--- src/rtl/instr_fetch_issue.sv ---
// instr_fetch_issue: front end of the filter processor pipeline.
// Fetches one instruction word at a time from instruction memory, splits it
// into decoder fields and presents them through a valid/ready handshake.
// A NOP bubble is inserted on load-use hazards; taken branches redirect the PC.
//
// Handshake: a transfer happens on a cycle where issue_valid & issue_ready are
// both high. While issue_valid=1 and issue_ready=0 every issue output holds.
//
// Ports:
//   clk, rst_n          clock, synchronous active-low reset
//   imem_addr/imem_req  fetch address and single-cycle fetch request
//   imem_rdata/rvalid   fetched word and its valid strobe
//   issue_valid/ready   downstream handshake
//   opcode..imm         decoded instruction fields
//   issue_pc            PC of the issued instruction (0 for a bubble)
//   branch_taken/target redirect pulse and destination from execute
//   stall_load          high while a load-use bubble is presented
//   dbg_state           current FSM state for observation
module instr_fetch_issue #(
  parameter int INSTR_W = 24,
  parameter int PC_W = 10,
  parameter int unsigned RST_PC = 0
) (
  input  logic               clk,
  input  logic               rst_n,
  output logic [PC_W-1:0]    imem_addr,
  output logic               imem_req,
  input  logic [INSTR_W-1:0] imem_rdata,
  input  logic               imem_rvalid,
  output logic               issue_valid,
  input  logic               issue_ready,
  output logic [3:0]         opcode,
  output logic [1:0]         cmp_flag,
  output logic [3:0]         rd,
  output logic [3:0]         ra,
  output logic [3:0]         rb,
  output logic [9:0]         imm,
  output logic [PC_W-1:0]    issue_pc,
  input  logic               branch_taken,
  input  logic [PC_W-1:0]    branch_target,
  output logic               stall_load,
  output logic [2:0]         dbg_state
);

  typedef enum logic [2:0] {
    S_IDLE   = 3'd0,
    S_FETCH  = 3'd1,
    S_WAIT   = 3'd2,
    S_BUBBLE = 3'd3,
    S_ISSUE  = 3'd4
  } state_t;

  localparam logic [3:0] OP_NOP  = 4'hF;
  localparam logic [3:0] OP_LOAD = 4'hC;

  state_t              r_state;
  state_t              w_next;
  logic [PC_W-1:0]     r_pc;
  logic [INSTR_W-1:0]  r_hold;
  logic                r_last_load;
  logic [3:0]          r_last_rd;
  logic                r_drop;

  logic                w_branch;
  logic                w_xfer;
  logic                w_reads_a;
  logic                w_reads_b;
  logic                w_hazard;
  logic [3:0]          w_new_op;
  logic [3:0]          w_new_ra;
  logic [3:0]          w_new_rb;

  // Branches are ignored while idle (nothing is in flight yet).
  assign w_branch = branch_taken && (r_state != S_IDLE);
  assign w_xfer   = issue_valid && issue_ready;

  // Hazard is judged on the word arriving from memory, before it is held.
  assign w_new_op = imem_rdata[23:20];
  assign w_new_ra = imem_rdata[13:10];
  assign w_new_rb = imem_rdata[9:6];

  always_comb begin
    w_reads_a = !(w_new_op inside {4'hB, 4'hE, 4'hF});
    w_reads_b = !(w_new_op inside {4'h6, 4'hB, 4'hC, 4'hE, 4'hF});
    w_hazard  = r_last_load &&
                ((w_reads_a && (w_new_ra == r_last_rd)) ||
                 (w_reads_b && (w_new_rb == r_last_rd)));
  end

  // State register
  always_ff @(posedge clk) begin
    if (!rst_n) r_state <= S_IDLE;
    else        r_state <= w_next;
  end

  // Next-state logic
  always_comb begin
    w_next = r_state;
    unique case (r_state)
      S_IDLE:  w_next = S_FETCH;
      // The request is already out, so a branch here must still wait it out.
      S_FETCH: w_next = S_WAIT;
      S_WAIT: begin
        if (imem_rvalid) begin
          if (w_branch || r_drop) w_next = S_FETCH;
          else if (w_hazard)      w_next = S_BUBBLE;
          else                    w_next = S_ISSUE;
        end
      end
      S_BUBBLE: begin
        if (w_branch)    w_next = S_FETCH;
        else if (w_xfer) w_next = S_ISSUE;
      end
      S_ISSUE: begin
        if (w_branch || w_xfer) w_next = S_FETCH;
      end
      default: w_next = S_IDLE;
    endcase
  end

  // Datapath registers
  always_ff @(posedge clk) begin
    if (!rst_n) begin
      r_pc        <= PC_W'(RST_PC);
      r_hold      <= '0;
      r_last_load <= 1'b0;
      r_last_rd   <= 4'd0;
      r_drop      <= 1'b0;
    end else begin
      if (r_state == S_WAIT && imem_rvalid) r_hold <= imem_rdata;

      // drop marks the single outstanding response as stale after a redirect.
      if (r_state == S_FETCH && w_branch) begin
        r_drop <= 1'b1;
      end else if (r_state == S_WAIT) begin
        if (imem_rvalid)   r_drop <= 1'b0;
        else if (w_branch) r_drop <= 1'b1;
      end

      // A branch in the same cycle as a handshake still wins the PC.
      if (w_branch) begin
        r_pc        <= branch_target;
        r_last_load <= 1'b0;
      end else if (r_state == S_ISSUE && w_xfer) begin
        r_pc        <= r_pc + PC_W'(1);
        r_last_load <= (r_hold[23:20] == OP_LOAD);
        r_last_rd   <= r_hold[17:14];
      end else if (r_state == S_BUBBLE && w_xfer) begin
        r_last_load <= 1'b0;
      end
    end
  end

  // Output logic: a pure decode of registered state, so outputs stay stable
  // for as long as the state is held under backpressure.
  always_comb begin
    imem_req    = (r_state == S_FETCH);
    imem_addr   = r_pc;
    issue_valid = 1'b0;
    stall_load  = 1'b0;
    opcode      = OP_NOP;
    cmp_flag    = 2'd0;
    rd          = 4'd0;
    ra          = 4'd0;
    rb          = 4'd0;
    imm         = 10'd0;
    issue_pc    = '0;
    unique case (r_state)
      S_BUBBLE: begin
        issue_valid = 1'b1;
        stall_load  = 1'b1;
      end
      S_ISSUE: begin
        issue_valid = 1'b1;
        opcode      = r_hold[23:20];
        cmp_flag    = r_hold[19:18];
        rd          = r_hold[17:14];
        ra          = r_hold[13:10];
        rb          = r_hold[9:6];
        imm         = r_hold[9:0];
        issue_pc    = r_pc;
      end
      default: ;
    endcase
  end

  assign dbg_state = r_state;

endmodule
--- config.mk ---
export PLATFORM = sky130hd
export DESIGN_NAME = instr_fetch_issue
export DESIGN_NICKNAME = d
export VERILOG_FILES = /design/src/rtl/instr_fetch_issue.sv
export SDC_FILE = /design/constraint.sdc
export NUM_CORES = 1
export LEC_CHECK = 0
export CORE_MARGIN = 4
export CORE_UTILIZATION = 52
export DETAILED_ROUTE_END_ITERATION = 10
export DONT_BUFFER_PORTS = 1
export PLACE_DENSITY_LB_ADDON = 0.3
export SLEW_MARGIN = 25
export SYNTH_ARGS = -nofsm -noshare
export SYNTH_HDL_FRONTEND = slang
export SYNTH_SLANG_ARGS = --single-unit
--- constraint.sdc ---
create_clock -name clk -period 1.5 [get_ports clk]
set_input_delay 0.3 -clock clk [delete_from_list [all_inputs] [get_ports clk]]
set_output_delay 0.3 -clock clk [all_outputs]
set_load 0.05 [all_outputs]
==> impl_metrics.env <==
export IMPL_min_to="r_hold[13]$_SDFFE_PN0P_"
export IMPL_syn_area_sq_um=2330
export IMPL_post_route_period_util=1.19
export IMPL_slowest_stage="dfxtp_4"
export IMPL_postSynth_asyncResetShare=0
export IMPL_diodes=0
export IMPL_fmax_mhz=562
export IMPL_clock_latency_ns=0.30
export IMPL_grt_max_degree=40
export IMPL_die_w_microns=75.0
export IMPL_grt_pass1_wl_mm=9.66
export IMPL_drtPass1Iterations=4
export IMPL_rows=24
export IMPL_fin_crit_ns=1.78
export IMPL_num_vias=2436
export IMPL_rsz0062_at_grt="yes"
export IMPL_synth_avg_cell_area_sq_um=7.80
export IMPL_netlist_area_leader_share=0.369
export IMPL_violations="setup timing"
export IMPL_nets=381
export IMPL_path_class="flop to output port"
export IMPL_cap_viol_max_count=0
export IMPL_clock_skew_ns=0.0118
export IMPL_grt_pass1_vias=2019
export IMPL_path_cells="nor3b_4 -> buf_6 -> clkbuf_16 -> and2_2"
export IMPL_startpoint_type="flop"
export IMPL_synth_cell_types=48
export IMPL_drive_above_1_share=0.512
export IMPL_fin_util=0.804
export IMPL_slowest_delay_ns=0.36
export IMPL_end_kind="output port"
export IMPL_viasPerCell=6.18
export IMPL_ant_nets=0
export IMPL_power_switching_uw=1170
export IMPL_slew_limit_headroom=0.624
export IMPL_peakVddDrop_mv=0.473
export IMPL_comb_power_share=0.359
export IMPL_cp_num_buf_inv=2
export IMPL_ys_flop_type="dfxtp_1"
export IMPL_cpLargestDelayFamily="simple AND/OR/NAND/NOR gates"
export IMPL_setup_viol=82
export IMPL_yosys_area_top_type="dfxtp_1"
export IMPL_total_power_uw=3220
export IMPL_setup_tns_ns=-13.11
export IMPL_hold_viol_final=0
export IMPL_r2r_slack_ns=-0.18
export IMPL_syn_inst=299
export IMPL_core_sq_um=4350
export IMPL_hold_path_startpoint="imem_rdata[13]"
export IMPL_rr_endpoint="imem_addr[1]$_SDFFE_PN0P_"
export IMPL_yosys_warnings=0
export IMPL_swShare=0.364
export IMPL_cts_buffers=5
export IMPL_routedWlPerCell_microns=20.1
export IMPL_synth_commonest_cells="nand2_1, dfxtp_1, a21oi_1, and2_1, nor2_1"
export IMPL_htreeDepth=2
export IMPL_io_buffers=0
export IMPL_dieHeight_microns=75.0
export IMPL_initial_core_util=0.536
export IMPL_crit_fanout=8
export IMPL_power_density_nw_per_um2=919
export IMPL_path_depth=4
export IMPL_wirelength_mm=7.91
export IMPL_synth_seq_cells=43
export IMPL_worstSetupStartpoint="dbg_state[0]$_SDFFE_PN0P_"
export IMPL_synthesis_nets=339
export IMPL_holdPathStages=2
export IMPL_ys_seq_area_frac=0.369
export IMPL_tritoncts="done"
export IMPL_synth_area_leaders="dfxtp_1, nand2_1, and2_1"
export IMPL_setup_slack_ns=-0.281
export IMPL_dp_cells=369
export IMPL_grt_use_total=0.224
export IMPL_critical_path_required_ns=1.20
export IMPL_p_int_uw=2050
export IMPL_drc=0
export IMPL_slew_viol_final=0
export IMPL_synth_most_common_cell="nand2_1"
export IMPL_r2r_start="dbg_state[0]$_SDFFE_PN0P_"
export IMPL_cts_sinks=43
export IMPL_seq_power_share=0.410
export IMPL_synth_edf_count=0
export IMPL_drtIter0Drc=251
export IMPL_hold_slack_ns=0.115
export IMPL_antenna_found_initial=0
export IMPL_hp_class="input pin to flop"
export IMPL_clockRootBuffer="clkbuf_8"
export IMPL_grt_overflow_total=0
export IMPL_reg2reg_depth=7
export IMPL_clk_pin_slew_ns=0.08
export IMPL_place_gp_congestion=0.860
export IMPL_fp_dieArea_sq_um=5620
export IMPL_dp_hpwl_mm=4.45
export IMPL_final_cells=394
export IMPL_worstMarginPinSlew_ns=0.564
export IMPL_cellLeakagePower_uw=0.00127
export IMPL_syn2layout_area_growth_pct=50.2
export IMPL_p_clk_frac=0.231
export IMPL_clock_path_buffers=2
export IMPL_pin_count=93
export IMPL_outcome="complete, but fails checks"
export IMPL_worstPathArrival_ns=1.48
==> state kept, by name, summed over array words and instances (netlist names) <==
| name | flops |
|---|---|
| dbg_state | 3 |
| imem_addr | 10 |
| r_drop | 1 |
| r_hold | 24 |
| r_last_load | 1 |
| r_last_rd | 4 |
==> power by group through the flow <==
stage	Sequential, uW	Clock (uW)	Combinational, uW
5_1_grt	1330	802	1220
3_3_place_gp	1330	0	851
2_1_floorplan	1470	0	474
3_5_place_dp	1330	0	865
4_1_cts	1310	750	978
6_report	1320	743	1160
==> area by class of cell <==
type / count / area, sq um
Sequential cell: 43 / 877
Fill cell: 267 / 852
Clock inverter: 2 / 11.3
Multi-Input combinational cell: 226 / 1710
Timing Repair Buffer: 58 / 736
Inverter: 7 / 30.0
Tap cell: 52 / 65.1
Clock buffer: 6 / 72.6
==> kinds of logic after synthesis <==
group	count (synthesis)	synth area share
AO/OA/AOI/OAI	65	0.170
XOR/XNOR	14	0.0526
adder cells (fa/ha/maj)	1	0.00536
buffers and inverters	32	0.0703
flip-flops	43	0.369
multiplexers	6	0.0258
AND/OR/NAND/NOR	138	0.307
==> how the worst max path moves through the flow <==
stage | to | slack, ns
finish | issue_pc[1] | -0.28
CTS | imm[6] | -0.25
global route | stall_load | -0.33
detailed placement | r_last_rd[1]$_SDFFE_PN0P_ | -0.02
global placement | issue_pc[2] | 0.003
floorplan | rb[3] | -0.21
==> cells in the final DEF (no fill, tap or decap), drive strengths merged, types with 2 or more instances in the layout <==
cell type  instances
dfxtp             43
clkbuf            10
nand3              2
xnor2             10
nor2              19
nand2             54
and3               3
nor3               5
a22oi              5
or2                3
inv                7
nand4              4
a211oi             4
mux2i              6
xor2               4
nor3b              3
nand4b             3
a21oi             31
buf               54
nand2b             7
o22ai              2
o21ai             10
and2              29
==> stage by stage <==
step | setup WS [ns] | area, sq um
floorplan | -0.207 | 2490
global placement | 0.00269 | 2850
detailed placement | -0.0208 | 2850
CTS | -0.254 | 3090
global route | -0.329 | 3500
finish | -0.281 | 3500
==> layer usage <==
layer | global-route usage | vias up | routed length [microns]
li1 | - | 1099 | -
met1 | 0.277 | 1177 | 3050
met2 | 0.361 | 142 | 3830
met3 | 0.0814 | 18 | 849
met4 | 0.0751 | 0 | 180
met5 | 0 | - | 0
==> what timing repair did <==
item                                    4_1_cts  5_1_grt
setup buffers                                 6        5
hold buffers                                  0        0
cloned                                        0        8
endpoints found under the hold margin         0        0
pin swaps                                     8       28
gates resized for setup                      26       83
endpoints found under the setup margin       47       84
Note: power is estimated with default switching activity, not from simulation.
